### src/rtl/seg7_a_bcd_pkg.sv
// -----------------------------------------------------------------------------
// seg7_a_bcd_pkg
// Shared constants for the 7-segment encoder/decoder pair.
//   - Segment bit positions inside a 7-bit pattern, order {g,f,e,d,c,b,a}.
//   - Legal digit patterns SEG_0..SEG_9 and the blank pattern.
//   - Encoder FSM state encoding.
// The BCD-to-7-segment decoder and its tests use the same constants, so a
// pattern changed here stays consistent across both directions.
// -----------------------------------------------------------------------------
package seg7_a_bcd_pkg;

  localparam int unsigned SEG_W = 7;

  // Segment bit indices (bit0 = a).
  localparam int unsigned A_IDX = 0;
  localparam int unsigned B_IDX = 1;
  localparam int unsigned C_IDX = 2;
  localparam int unsigned D_IDX = 3;
  localparam int unsigned E_IDX = 4;
  localparam int unsigned F_IDX = 5;
  localparam int unsigned G_IDX = 6;

  // Legal digit patterns, active-high, gfedcba.
  localparam logic [SEG_W-1:0] SEG_0     = 7'h3F;
  localparam logic [SEG_W-1:0] SEG_1     = 7'h06;
  localparam logic [SEG_W-1:0] SEG_2     = 7'h5B;
  localparam logic [SEG_W-1:0] SEG_3     = 7'h4F;
  localparam logic [SEG_W-1:0] SEG_4     = 7'h66;
  localparam logic [SEG_W-1:0] SEG_5     = 7'h6D;
  localparam logic [SEG_W-1:0] SEG_6     = 7'h7D;
  localparam logic [SEG_W-1:0] SEG_7     = 7'h07;
  localparam logic [SEG_W-1:0] SEG_8     = 7'h7F;
  // Nine is drawn without the bottom segment; 7'h6F is not a legal nine.
  localparam logic [SEG_W-1:0] SEG_9     = 7'h67;
  localparam logic [SEG_W-1:0] SEG_BLANK = 7'h00;

  // Encoder FSM: counting towards a commit, or holding a committed pattern.
  typedef enum logic [0:0] {
    SETTLE = 1'b0,
    LOCKED = 1'b1
  } state_t;

endpackage : seg7_a_bcd_pkg

### src/rtl/seg7_a_bcd_lookup.sv
// -----------------------------------------------------------------------------
// seg7_lookup
// Purely combinational classification of a 7-segment pattern.
//   pattern   in  7  segment pattern, gfedcba
//   digit     out 4  BCD value of the pattern (0 when not a digit)
//   es_digito out 1  pattern is one of the ten legal digits
//   es_blanco out 1  pattern is all segments off
// A pattern with neither flag set is illegal.
// -----------------------------------------------------------------------------
module seg7_lookup
  import seg7_a_bcd_pkg::*;
(
  input  logic [SEG_W-1:0] pattern,
  output logic [3:0]       digit,
  output logic             es_digito,
  output logic             es_blanco
);

  always_comb begin
    digit     = '0;
    es_digito = 1'b0;
    es_blanco = 1'b0;
    case (pattern)
      SEG_0:     begin digit = 4'd0; es_digito = 1'b1; end
      SEG_1:     begin digit = 4'd1; es_digito = 1'b1; end
      SEG_2:     begin digit = 4'd2; es_digito = 1'b1; end
      SEG_3:     begin digit = 4'd3; es_digito = 1'b1; end
      SEG_4:     begin digit = 4'd4; es_digito = 1'b1; end
      SEG_5:     begin digit = 4'd5; es_digito = 1'b1; end
      SEG_6:     begin digit = 4'd6; es_digito = 1'b1; end
      SEG_7:     begin digit = 4'd7; es_digito = 1'b1; end
      SEG_8:     begin digit = 4'd8; es_digito = 1'b1; end
      SEG_9:     begin digit = 4'd9; es_digito = 1'b1; end
      SEG_BLANK: es_blanco = 1'b1;
      default:   ;
    endcase
  end

endmodule : seg7_lookup

### src/rtl/seg7_a_bcd.sv
// -----------------------------------------------------------------------------
// seg7_a_bcd
// Sampling 7-segment-to-BCD encoder. Watches the segment lines of the drinker
// level display, debounces them and reports the displayed digit.
//   clk       in  1  system clock, rising edge
//   rst       in  1  asynchronous active-high reset
//   seg       in  7  raw segment lines {g,f,e,d,c,b,a}, asynchronous to clk
//   bcd       out 4  last committed digit
//   nuevo     out 1  one-cycle pulse on commit of a digit that differs from
//                    the previously committed pattern
//   digit_ok  out 1  last committed pattern was a legal digit
//   blank     out 1  last committed pattern was all-off
//   err       out 1  last committed pattern was neither digit nor blank
// A pattern must be seen unchanged for STABLE_CYCLES cycles after the
// synchroniser before it is committed; pins stable from edge k are reported
// after edge k+2+STABLE_CYCLES.
// -----------------------------------------------------------------------------
module seg7_a_bcd
  import seg7_a_bcd_pkg::*;
#(
  parameter int unsigned STABLE_CYCLES = 4,  // 1..255
  parameter int unsigned CNT_W         = 8   // 2**CNT_W > STABLE_CYCLES
) (
  input  logic             clk,
  input  logic             rst,
  input  logic [SEG_W-1:0] seg,
  output logic [3:0]       bcd,
  output logic             nuevo,
  output logic             digit_ok,
  output logic             blank,
  output logic             err
);

  localparam logic [CNT_W-1:0] CNT_LAST = CNT_W'(STABLE_CYCLES - 1);

  // Synchroniser and debounce state.
  logic [SEG_W-1:0] r_seg_m;
  logic [SEG_W-1:0] r_seg_s;
  logic [1:0]       r_sync_vld;
  logic [SEG_W-1:0] r_seg_q;
  logic [SEG_W-1:0] r_last_commit;
  logic [CNT_W-1:0] r_cnt;
  state_t           r_state;

  // Output registers.
  logic [3:0]       r_bcd;
  logic             r_nuevo;
  logic             r_digit_ok;
  logic             r_blank;
  logic             r_err;

  // Classification of the pattern that is about to be committed.
  logic [3:0]       w_digit;
  logic             w_es_digito;
  logic             w_es_blanco;
  logic             w_changed;
  logic             w_commit;

  seg7_lookup u_lookup (
    .pattern   (r_seg_q),
    .digit     (w_digit),
    .es_digito (w_es_digito),
    .es_blanco (w_es_blanco)
  );

  // r_sync_vld marks when r_seg_s holds a real pin sample rather than its
  // reset value. The debounce logic idles until then, so after reset the
  // cleared r_seg_q acts as a pattern first seen at the first edge and blank
  // pins still need 2+STABLE_CYCLES edges to commit.
  assign w_changed = r_sync_vld[1] && (r_seg_s != r_seg_q);
  assign w_commit  = r_sync_vld[1] && !w_changed &&
                     (r_state == SETTLE) && (r_cnt == CNT_LAST);

  always_ff @(posedge clk or posedge rst) begin
    if (rst) begin
      r_seg_m    <= SEG_BLANK;
      r_seg_s    <= SEG_BLANK;
      r_sync_vld <= '0;
    end else begin
      r_seg_m    <= seg;
      r_seg_s    <= r_seg_m;
      r_sync_vld <= {r_sync_vld[0], 1'b1};
    end
  end

  // Debounce FSM: any change restarts the window; a full window commits once.
  always_ff @(posedge clk or posedge rst) begin
    if (rst) begin
      r_seg_q <= SEG_BLANK;
      r_cnt   <= '0;
      r_state <= SETTLE;
    end else if (w_changed) begin
      r_seg_q <= r_seg_s;
      r_cnt   <= '0;
      r_state <= SETTLE;
    end else if (w_commit) begin
      r_state <= LOCKED;
    end else if (r_sync_vld[1] && (r_state == SETTLE)) begin
      r_cnt <= r_cnt + CNT_W'(1);
    end
  end

  // Outputs change only on a commit; bcd keeps the last digit through
  // blank and illegal commits.
  always_ff @(posedge clk or posedge rst) begin
    if (rst) begin
      r_bcd         <= '0;
      r_nuevo       <= 1'b0;
      r_digit_ok    <= 1'b0;
      r_blank       <= 1'b0;
      r_err         <= 1'b0;
      r_last_commit <= SEG_BLANK;
    end else begin
      r_nuevo <= 1'b0;
      if (w_commit) begin
        r_last_commit <= r_seg_q;
        r_digit_ok    <= w_es_digito;
        r_blank       <= w_es_blanco;
        r_err         <= !w_es_digito && !w_es_blanco;
        if (w_es_digito) begin
          r_bcd   <= w_digit;
          r_nuevo <= (r_seg_q != r_last_commit);
        end
      end
    end
  end

  assign bcd      = r_bcd;
  assign nuevo    = r_nuevo;
  assign digit_ok = r_digit_ok;
  assign blank    = r_blank;
  assign err      = r_err;

endmodule : seg7_a_bcd

### config.mk
export PLATFORM = sky130hd
export DESIGN_NAME = seg7_a_bcd
export DESIGN_NICKNAME = d
export VERILOG_FILES = /design/src/rtl/seg7_a_bcd_pkg.sv /design/src/rtl/seg7_a_bcd_lookup.sv /design/src/rtl/seg7_a_bcd.sv
export SDC_FILE = /design/constraint.sdc
export NUM_CORES = 1
export LEC_CHECK = 0
export BUFFER_PORTS_ARGS = -buffer_cell sky130_fd_sc_hd__buf_2
export CAP_MARGIN = 30
export CORE_UTILIZATION = 58
export CTS_BUF_LIST = sky130_fd_sc_hd__clkbuf_4
export CTS_CLUSTER_DIAMETER = 50
export DETAILED_ROUTE_END_ITERATION = 12
export PLACE_DENSITY = 0.8
export SYNTH_ARGS = -nofsm -noshare
export SYNTH_HDL_FRONTEND = slang
export SYNTH_SLANG_ARGS = --single-unit
### constraint.sdc
create_clock -name clk -period 4 [get_ports clk]
set_clock_uncertainty 0.05 [all_clocks]
set_input_delay 0.8 -clock clk [delete_from_list [all_inputs] [get_ports clk]]
set_output_delay 0.8 -clock clk [all_outputs]
set_load 0.01 [all_outputs]
Yosys cells after proc, flatten, opt, wreduce, memory -nomap -nowiden
Index checks and enable logic that the tools add are counted.
W data, S select, Z words.
Storage, ports and cells
  bits of input ports: 9
  output and inout port bits: 8
  word-level logic and storage cells: 53
  flip-flop bits (word level): 47
Cells by class
  muxes and demuxes: 10
  bitwise operators: 1
  add/subtract/negate cells: 1
  equality and inequality tests: 14
  reduce and logical (&&, ||, !) cells: 15
Operator list (number)
  $eq A7 B7 Y1 const B: 7
  $pmux W4 S9: 1
  $mux W8: 3
  $eq A7 B3 Y1 const B: 2
  $ne A7 B7 Y1: 2
  $reduce_or A10 Y1: 1
  $add A8 B1 Y8 const B: 1
  $eq A8 B2 Y1 const B: 1
  $eq A7 B6 Y1 const B: 1
  $logic_not A7 Y1: 1
  $logic_and A1 B1 Y1: 6
  $mux W1: 6
  $reduce_and A2 Y1: 2
  $reduce_bool A2 Y1: 2
  $logic_not A1 Y1: 3
  $ne A2 B2 Y1 const B: 1
  $not A1 Y1: 1

Logic depth before layout (Yosys ltp)
Gate-level depths: netlist of run 1.
  depth in word-level cells: 8
  mapped depth: 8
  mapped depth without buffers: 6

Hierarchy
A second synthesis of run 1 with hierarchy kept.
Second synthesis, totals
  cells, all modules: 173
  area total of the unflattened synthesis: 2214.6 um^2
By module, submodules not included
  seg7_a_bcd: cells each 136, instances 1, area an instance 1958.1 um^2, sequential area each 1176.1 um^2
  seg7_lookup: cells each 37, instances 1, area an instance 256.5 um^2, sequential area each 0.0 um^2

Least setup slack after synthesis of run 1
Ideal clock, no wire load.
  kind: register to register
  from: reg r_cnt[5]
  to: reg r_blank, in the netlist blank
  setup time: 125 ps
  period minus slack after synthesis: 1955 ps
  path buffers: 2
  setup slack: 2045 ps
  data required time: 3825 ps
  cell stages (with the launch flop): 7
  data arrival time: 1780 ps
  cells stage by stage: dfrtp_1 or4_1 nor4_1 and3_1 buf_4 buf_6 mux2_2
Between the ends
  cells in the longest elaborated chain, start to end: 2
Ends and longest elaborated chain
  from (decl): line seg7_a_bcd.sv:42  | logic [CNT_W-1:0] r_cnt;
  from (signal assigned): line seg7_a_bcd.sv:99  | r_cnt <= r_cnt + CNT_W'(1);
  $eq A8 B2 Y1: line seg7_a_bcd.sv:72  | (r_state == SETTLE) && (r_cnt == CNT_LAST);
  $logic_and A1 B1 Y1: line seg7_a_bcd.sv:72
  to (signal assigned): line seg7_a_bcd.sv:118  | r_blank <= w_es_blanco;
  to (decl): line seg7_a_bcd.sv:49  | logic r_blank;
Every way passes these cells.
A chain may end at the register's enable or synchronous reset.

Final worst setup path of run 1
  from: reg r_seg_q[1]
  to: reg r_bcd[3], in the netlist bcd[3]
Between the ends
  cells in the longest elaborated chain, start to end: 7
  elaborated cells on any way between the ends: 20
  classes of those cells: 11 x eq/ne; 2 x mux; 7 x reduce/logical
Ends and longest elaborated chain
  from (decl): line seg7_a_bcd.sv:40  | logic [SEG_W-1:0] r_seg_q;
  from (signal assigned): line seg7_a_bcd.sv:93  | r_seg_q <= r_seg_s;
  branches (longest 7 deep; another with $reduce_or A10 Y1)
  to (signal assigned): line seg7_a_bcd.sv:121  | r_bcd <= w_digit;
  to (decl): line seg7_a_bcd.sv:46  | logic [3:0] r_bcd;
Parallel ways; which one is timed is not known.

==> impl_metrics.toml, run 1 <==
[status]
status = "completed"

[setup_path]
critical-path-slowest-cell = "and3_1"
reg2reg_from = "r_seg_q[1]$_DFFE_PP0P_"
crit_required_ps = 4230
crit_chain = "xor2_1 > nor4_4 > and3_1 > o21ai_2 > mux2_4"
critPathArrivalTime_ps = 2750
critPathKind = "flop to flop"
critPathLaunchType = "flop"
crit_path_start = "r_seg_q[1]$_DFFE_PP0P_"
critPathTopFamily = "simple AND/OR/NAND/NOR gates"
endpoint_kind = "flop"
critical_path.max_fanout = 18
max_stage_delay_ps = 650
timing.critical_path.buf_inv = 0

[synth]
synth_area_per_cell_sq_um = 12.0
yosys_warnings = 0
synth-compound-area-share_pct = 8.62
ys_seq_elements = 47
synth_top_area_share_pct = 55.5
synth_fa_ha_area_share_pct = 0.591
synth-xor-area-share_pct = 9.10
syn_nets = 187
synth_area_sq_um = 2120
synthDistinctLibCells = 44
synth_cells = 177
synth_simple_gate_area_share_pct = 13.9
synth_mux_area_share_pct = 8.68
synthArstFlopShare_pct = 100
synthTopCellsByArea = "dfrtp_1 56%, mux2_2 8.0%, xnor2_1 4.5%"
yosysTopAreaCell = "dfrtp_1"
synth-edff-count = 0
synth_top_family_by_area = "simple AND/OR/NAND/NOR gates"
yosysSeqAreaShare_pct = 55.5
ys.flop_type = "dfrtp_1"

[flow_run]
maxCapViolCount = 0

[global_routing]
grt_pass1_wl_microns = 6270
antenna_found_initial = 0
grt_max_degree = 48
overflow = 0
grt_use_met3_pct = 4.93
grt_use_total_pct = 20.9
met2_usage_pct = 33.0
grt_pass1_vias = 1345
busiest_layer = "met2"
use_met1_pct = 28.6

[clocking]
cts_resized = 0
clk_latency_ps = 370
cts_tree = "done"
clkTransAtPathRegs_ps = 140
postCtsSetupBuffers = 0
htreeDepth = 2
numClockSinks = 47
postCtsHoldBufs = 0
cts_buffer_depth = 2
root_buffer = "clkbuf_4"
cts_buffers = 5

[place]
dpl_cell_area_sq_um = 2200
port_buffers = 16
hpwl_microns = 2390
place.gp.congestion = 0.887

[sta]
fmax_mhz = 396
finalMaxSlewViolations = 0
tightest_slew_ps = 661
hold_slack_ps = 315
grt_setup_unrepaired = "false"
setup_viol = 0
period_share_pct = 63.2
maxSlewHeadroom_pct = 56.0
fin_tns_setup_ps = 0
hold_viol_final = 0
final.min_clock_period_ps = 2530

[final_layout]
fillCellCount = 278
insertedDiodeCount = 0
layout-drive-gt1-share_pct = 22.9
layout.nets = 201
final_area_sq_um = 2280
area.growth.synth_to_final_pct = 7.80

[die]
die_w_microns = 62.4
ios = 17
start_util_pct = 62.0
rows = 21
die_h_microns = 62.4
dieArea_sq_um = 3900
core_area_sq_um = 3420

[min_path]
hold_class = "flop to flop"
worstHoldStart = "r_seg_m[2]$_DFF_PP0_"

[route]
wl_microns = 3470
ant_nets = 0
drcViolationCount = 0
wl_per_cell_microns = 14.6
first_pass_iters = 4
vias_per_cell = 5.74
first_iter_violations = 81
vias = 1367

[power_and_ir_drop]
leakage_uw = 0.00104
p_per_area_nw_per_um2 = 389
irDropWorstVdd_mv = 0.265
-- placed cells by master (no fill, tap or decap), types with 4 or more instances in the layout --
master / n
xnor2_1: 11
nand3_1: 4
mux2_2: 15
nand2_1: 9
clkbuf_4: 5
o21ai_0: 4
buf_2: 16
dfrtp_1: 47
nor2_1: 12
nand4_1: 4
nor4_1: 4
xor2_1: 11
-- path summary, 6_finish.rpt --
| path | end | slack [ps] | cells past startpoint |
|---|---|---|---|
| min | r_seg_s[2]$_DFF_PP0_ | 310 | 0 |
| max in group asynchronous | r_seg_q[6]$_DFFE_PP0P_ | 3030 | 3 |
| max | bcd[3]$_DFFE_PP0P_ | 1470 | 5 |
| min reg2reg | r_seg_s[2]$_DFF_PP0_ | 310 | 0 |
| min in group asynchronous | r_last_commit[3]$_DFFE_PP0P_ | 490 | 3 |
| max reg2reg | bcd[3]$_DFFE_PP0P_ | 1470 | 5 |
-- registers in the layout, indices dropped and copies added, names as in the netlist --
| signal | cells |
|---|---|
| err | 1 |
| r_sync_vld | 2 |
| digit_ok | 1 |
| blank | 1 |
| r_state | 1 |
| nuevo | 1 |
| r_seg_m | 7 |
| bcd | 4 |
| r_seg_s | 7 |
| r_last_commit | 7 |
| r_cnt | 8 |
| r_seg_q | 7 |
-- Yosys cell counts (2+ instances only) --
library cell	instances
or4_1	2
dfrtp_1	47
a32o_1	2
and4b_1	2
nand3_1	4
nor2_1	12
nand4_1	4
inv_1	3
a22o_1	3
buf_6	2
xnor2_1	11
and2_1	2
nor2b_1	3
and3_1	2
o21ai_0	4
clkbuf_1	3
nand2_1	9
a211oi_1	2
mux2_2	15
xor2_1	11
nor3_1	3
buf_2	4
nor4_1	4
a21oi_1	3
-- through the flow --
stage | worst slack [ps] | util (%) | std cells | power [uW]
6_report | 1470 | 66.8 | 238 | 887
5_1_grt | 1290 | 66.8 | 238 | 928
4_1_cts | 1480 | 66.8 | 238 | 893
3_5_place_dp | 1490 | 64.5 | 230 | 613
3_3_place_gp | 1560 | 64.5 | 230 | 607
2_1_floorplan | 2030 | - | 177 | 596
-- area by class of cell --
class	instances	area [sq um]	share of cell area [%]
timing repair buffer	17	87.6	3.84
tap	46	57.6	2.52
clock buffer	5	37.5	1.64
sequential	47	1180	51.5
inverter	3	11.3	0.493
multi-input combinational	117	870	38.1
clock inverter	3	43.8	1.92
-- kinds of logic (layout without fill, tap and decap cells) --
group	Yosys count	after routing
AOI/OAI and AO/OA	25	25
xor gates and xnor gates	22	22
adders and majority gates	1	1
buffers and inverters	13	28
DFF	47	47
muxes	16	16
other	1	1
and+or+nand+nor	52	52
-- routing by layer --
layer	share of wire, %	up-vias
li1	-	656
met5	0	-
met3	4.4	5
met4	1.4	0
met1	44	668
met2	50	38
-- report_power, final --
part | internal (uW) | total (uW) | switching [uW] | leakage (uW)
registers | 492 | 527 | 35.1 | 0.000603
logic | 37.3 | 76.7 | 39.4 | 0.000389
clock network | 132 | 283 | 152 | 0.0000452
total | 661 | 887 | 226 | 0.00104
Power figures use the tool's default switching activity.
==> run 2, diff against run 1 <==
- CORE_UTILIZATION: 58 -> 55
- PLACE_DENSITY: 0.8 -> 0.79
- clock period: 4 -> 2.2 ns (I/O delays scaled with it)
==> run 2 against run 1 <==
Routed wire length rose by 16%; clock power up 81%; critical path depth did not move; first-iteration DRC count increased by 12%; via count is 6.9% higher; combinational power rose to 2.7 times the previous value; maximum frequency grew 20%; core utilization decreased by 2.4 points; flip-flop and latch count is the same; die area is 5.3% higher.
==> impl_metrics.toml, run 2 (synthesis gave the netlist of run 1 again) <==
[global_routing]
antenna_found_initial = 0
use_met1_pct = 30.1
met2_usage_pct = 35.8
grt_pass1_vias = 1513
grt_use_met3_pct = 6.79
grt_max_degree = 28
overflow = 0
grt_pass1_wl_microns = 7180
grt_use_total_pct = 23.9
busiest_layer = "met2"

[final_layout]
insertedDiodeCount = 0
mostFrequentLayoutCell = "dfrtp_1"
fin_util_pct = 64.5
fillCellCount = 287
layout.nets = 212
layout-drive-gt1-share_pct = 27.1
final_cell_mix = "46 x dfrtp_1, 16 x buf_2, 15 x mux2_2"
area.growth.synth_to_final_pct = 12.2
largest-register = "r_cnt"
largest_reg_flops = 8

[setup_path]
critical-path-slowest-cell = "or4_1"
r2r_slack_ps = 90
critPathArrivalTime_ps = 2340
crit_required_ps = 2430
r2r_end = "r_last_commit[1]$_DFFE_PP0P_"
r2r_cells = 5
critical_path.max_fanout = 9
reg2reg_from = "r_cnt[5]$_DFFE_PP0P_"
critPathKind = "flop to flop"
crit_chain = "or4_1 > nor4_1 > and3_1 > buf_4 > mux2_2"
max_stage_delay_ps = 530
endpoint_kind = "flop"
critPathLaunchType = "flop"

[sta]
hold_viol_final = 0
tightest_slew_ps = 806
period_share_pct = 96.0
finalMaxSlewViolations = 0
maxSlewHeadroom_pct = 46.0
final.min_clock_period_ps = 2110
fin_tns_setup_ps = 0
grt_setup_unrepaired = "false"
fmax_mhz = 474
setup_viol = 0

[power_and_ir_drop]
power_frac_seq_pct = 56.4
p_sw_uw = 423
irDropWorstVdd_mv = 0.462
p_comb_share_pct = 12.6
leakage_uw = 0.00109
p_int_uw = 1220
p_per_area_nw_per_um2 = 691
p_clk_share_pct = 31.1
switching_share_pct = 25.8

[route]
wl_per_cell_microns = 16.0
vias = 1462
first_pass_iters = 5
wl_microns = 4010
vias_per_cell = 5.82
ant_nets = 0
drcViolationCount = 0
first_iter_violations = 91

[die]
ios = 17
rows = 22
die_w_microns = 64.1
start_util_pct = 57.4
core_area_sq_um = 3690
die_h_microns = 64.1
dieArea_sq_um = 4100

[min_path]
hold_class = "input port to async pin"

[clocking]
numClockSinks = 47
cts_buffer_depth = 2
clk_latency_ps = 370
root_buffer = "clkbuf_4"
clkTransAtPathRegs_ps = 140
postCtsHoldBufs = 0
postCtsSetupBuffers = 0
htreeDepth = 2
cts_tree = "done"
cts_buffers = 5

[place]
place.gp.congestion = 0.953
port_buffers = 16
hpwl_microns = 2870

[flow_run]
maxCapViolCount = 0

[status]
status = "completed"
[run 2: layer usage]
layer	vias to the layer above	wire length, microns
li1	678	-
met1	709	1660
met2	64	2000
met3	11	235
met4	0	115
met5	-	0
[run 2: worst max path at each step]
| stage | cells after the start | endpoint | startpoint |
|---|---|---|---|
| CTS | 5 | r_last_commit[1]$_DFFE_PP0P_ | r_cnt[5]$_DFFE_PP0P_ |
| global placement | 5 | r_last_commit[3]$_DFFE_PP0P_ | r_cnt[5]$_DFFE_PP0P_ |
| floorplan | 6 | blank$_DFFE_PP0P_ | r_cnt[5]$_DFFE_PP0P_ |
| finish | 5 | r_last_commit[1]$_DFFE_PP0P_ | r_cnt[5]$_DFFE_PP0P_ |
| detailed placement | 5 | r_last_commit[1]$_DFFE_PP0P_ | r_cnt[5]$_DFFE_PP0P_ |
| global route | 5 | r_last_commit[1]$_DFFE_PP0P_ | r_cnt[5]$_DFFE_PP0P_ |
[run 2: metrics by stage]
stage          power (uW)  setup WS, ps  cells  instance area [sq um]  hold WS (ps)
2_1_floorplan        1080           245    177                   2120           281
3_5_place_dp         1150           121    243                   2300           286
3_3_place_gp         1130           191    243                   2300           282
4_1_cts              1650           106    251                   2380          54.1
6_report             1640          88.3    251                   2380          45.9
5_1_grt              1710          11.2    251                   2380          90.8
[run 2: final cells by class]
class                   instances  area (sq um)  share of cell area [%]
flip-flops and latches         47          1180                    49.5
multi-input cells             117           870                    36.6
repair buffers                 28           183                    7.68
well taps                      48          60.1                    2.53
clock inverters                 3          38.8                    1.63
clock buffers                   5          37.5                    1.58
inverters                       3          11.3                   0.474
[run 2: power groups by stage]
stage	clock network (uW)	logic, uW	registers [uW]
finish	511	206	926
global route	546	229	931
CTS	521	206	925
detailed placement	0	205	942
global placement	0	192	938
floorplan	0	152	932
[run 2: worst max-delay path: cells and delay by family, from the launching register on]
family	cells	cell delay, ps
and+or+nand+nor	3	990
DFF	1	440
muxes	1	350
buffers and inverters	1	200
[run 2: timing repair]
action / CTS / global route
setup endpoints to repair: 0 / 3
resized for setup: 0 / 1
hold endpoints to repair: 0 / 0
==> run 3, diff against run 2 <==
- REMOVE_ABC_BUFFERS: not set -> 1
==> run 3 against run 2 <==
Global-route usage is 4.4 points lower; largest cell class unchanged; first-iteration DRC count is 45% lower; routed wire length down 13%; critical path type unchanged; non-clock buffer count fell by 1; critical path depth unchanged; highest routed layer unchanged; clock-buffer cell count rose by 1.
==> impl_metrics.toml, run 3 (synthesis gave the netlist of run 1 again) <==
[status]
status = "completed"

[global_routing]
overflow = 0
antenna_found_initial = 0
grt_use_met3_pct = 6.07
grt_use_total_pct = 19.6
grt_max_degree = 48
busiest_layer = "met2"
grt_pass1_wl_microns = 6040
grt_pass1_vias = 1347
use_met1_pct = 24.3
met2_usage_pct = 31.4

[clocking]
numClockSinks = 47
cts_buffers = 5
root_buffer = "clkbuf_4"
postCtsHoldBufs = 0
clkTransAtPathRegs_ps = 120
htreeDepth = 2
clk_latency_ps = 350
postCtsSetupBuffers = 0
cts_tree = "done"
cts_resized = 0
cts_buffer_depth = 2

[sta]
hold_viol_final = 0
hold_slack_ps = 128
grt_setup_unrepaired = "false"
final.min_clock_period_ps = 2070
setup_ws_ps = 127
maxSlewHeadroom_pct = 61.8
finalMaxSlewViolations = 0
period_share_pct = 94.2
setup_viol = 0
fmax_mhz = 482
tightest_slew_ps = 573

[final_layout]
final_area_sq_um = 2380
layout-drive-gt1-share_pct = 26.7
largest_reg_flops = 8
insertedDiodeCount = 0
layout.nets = 211
largest-register = "r_cnt"
area.growth.synth_to_final_pct = 12.6
mostFrequentLayoutCell = "dfrtp_1"
fin_util_pct = 64.7
final_cell_mix = "47 x dfrtp_1, 16 x buf_2, 15 x mux2_2"

[die]
rows = 22
dieArea_sq_um = 4100
die_w_microns = 64.1
die_h_microns = 64.1
ios = 17
start_util_pct = 57.4
core_area_sq_um = 3690

[setup_path]
critPathKind = "flop to flop"
critPathArrivalTime_ps = 2280
critical_path.max_fanout = 11
crit_required_ps = 2400
critPathLaunchType = "flop"
endpoint_kind = "flop"

[route]
vias = 1402
wl_per_cell_microns = 13.9
vias_per_cell = 5.61
wl_microns = 3490
ant_nets = 0
drcViolationCount = 0
first_pass_iters = 4
first_iter_violations = 50

[power_and_ir_drop]
leakage_uw = 0.00110
irDropWorstVdd_mv = 0.506
p_total_uw = 1750
p_per_area_nw_per_um2 = 733

[place]
place.gp.congestion = 1.01
port_buffers = 16
hpwl_microns = 2500
dpl_cell_area_sq_um = 2280
dp_slack_ps = 146

[min_path]
hold_class = "input port to flop"

[flow_run]
maxCapViolCount = 0
## run 3: cell types whose count changed in the layout (fill, tap and decap cells not counted), sizes merged
cell    before  now
buf         28   27
clkbuf       5    6
clkinv       3    1
bufinv       1    2
## run 3: critical path: stages, from the launching register on
cell and delay [ps]:
dfrtp_1 440, or4_1 510, nor4_1 140, and3_1 270
buf_4 220, mux2_2 340
## run 3: power breakdown
group          leakage, uW  internal [uW]  switching [uW]
sequential        0.000603            895            29.3
combinational     0.000438           84.4             112
clock            0.0000559            367             260
## run 3: area by class of cell
class | count | area (sq um)
well taps | 48 | 60.1
multi-input cells | 117 | 870
repair buffers | 27 | 163
clock inverters | 2 | 60.1
fillers | 289 | 1300
clock buffers | 6 | 45.0
inverters | 3 | 11.3
flip-flops and latches | 47 | 1180
## run 3: path summary, 6_finish.rpt
path	to	startpoint	depth (start not counted)	slack (ps)
setup / recovery	blank$_DFFE_PP0P_	r_cnt[5]$_DFFE_PP0P_	5	130
hold / removal	r_seg_m[3]$_DFF_PP0_	seg[3]	1	130
setup reg to reg	blank$_DFFE_PP0P_	r_cnt[5]$_DFFE_PP0P_	5	130
hold reg to reg	r_seg_s[0]$_DFF_PP0_	r_seg_m[0]$_DFF_PP0_	0	310
max in group asynchronous	r_cnt[3]$_DFFE_PP0P_	rst	3	1560
min in group asynchronous	r_last_commit[4]$_DFFE_PP0P_	rst	3	150
## run 3: routing by layer
layer  vias up  part of all wire (%)
met5         -                     0
met2        48                    48
met3        10                   4.6
met1       671                    46
met4         0                   1.7
li1        673                     -
## run 3: metrics by stage
| step | instances | setup TNS, ps |
|---|---|---|
| floorplan | 167 | -9.29 |
| global placement | 242 | 0 |
| detailed placement | 242 | 0 |
| CTS | 250 | 0 |
| global route | 250 | 0 |
| finish | 250 | 0 |
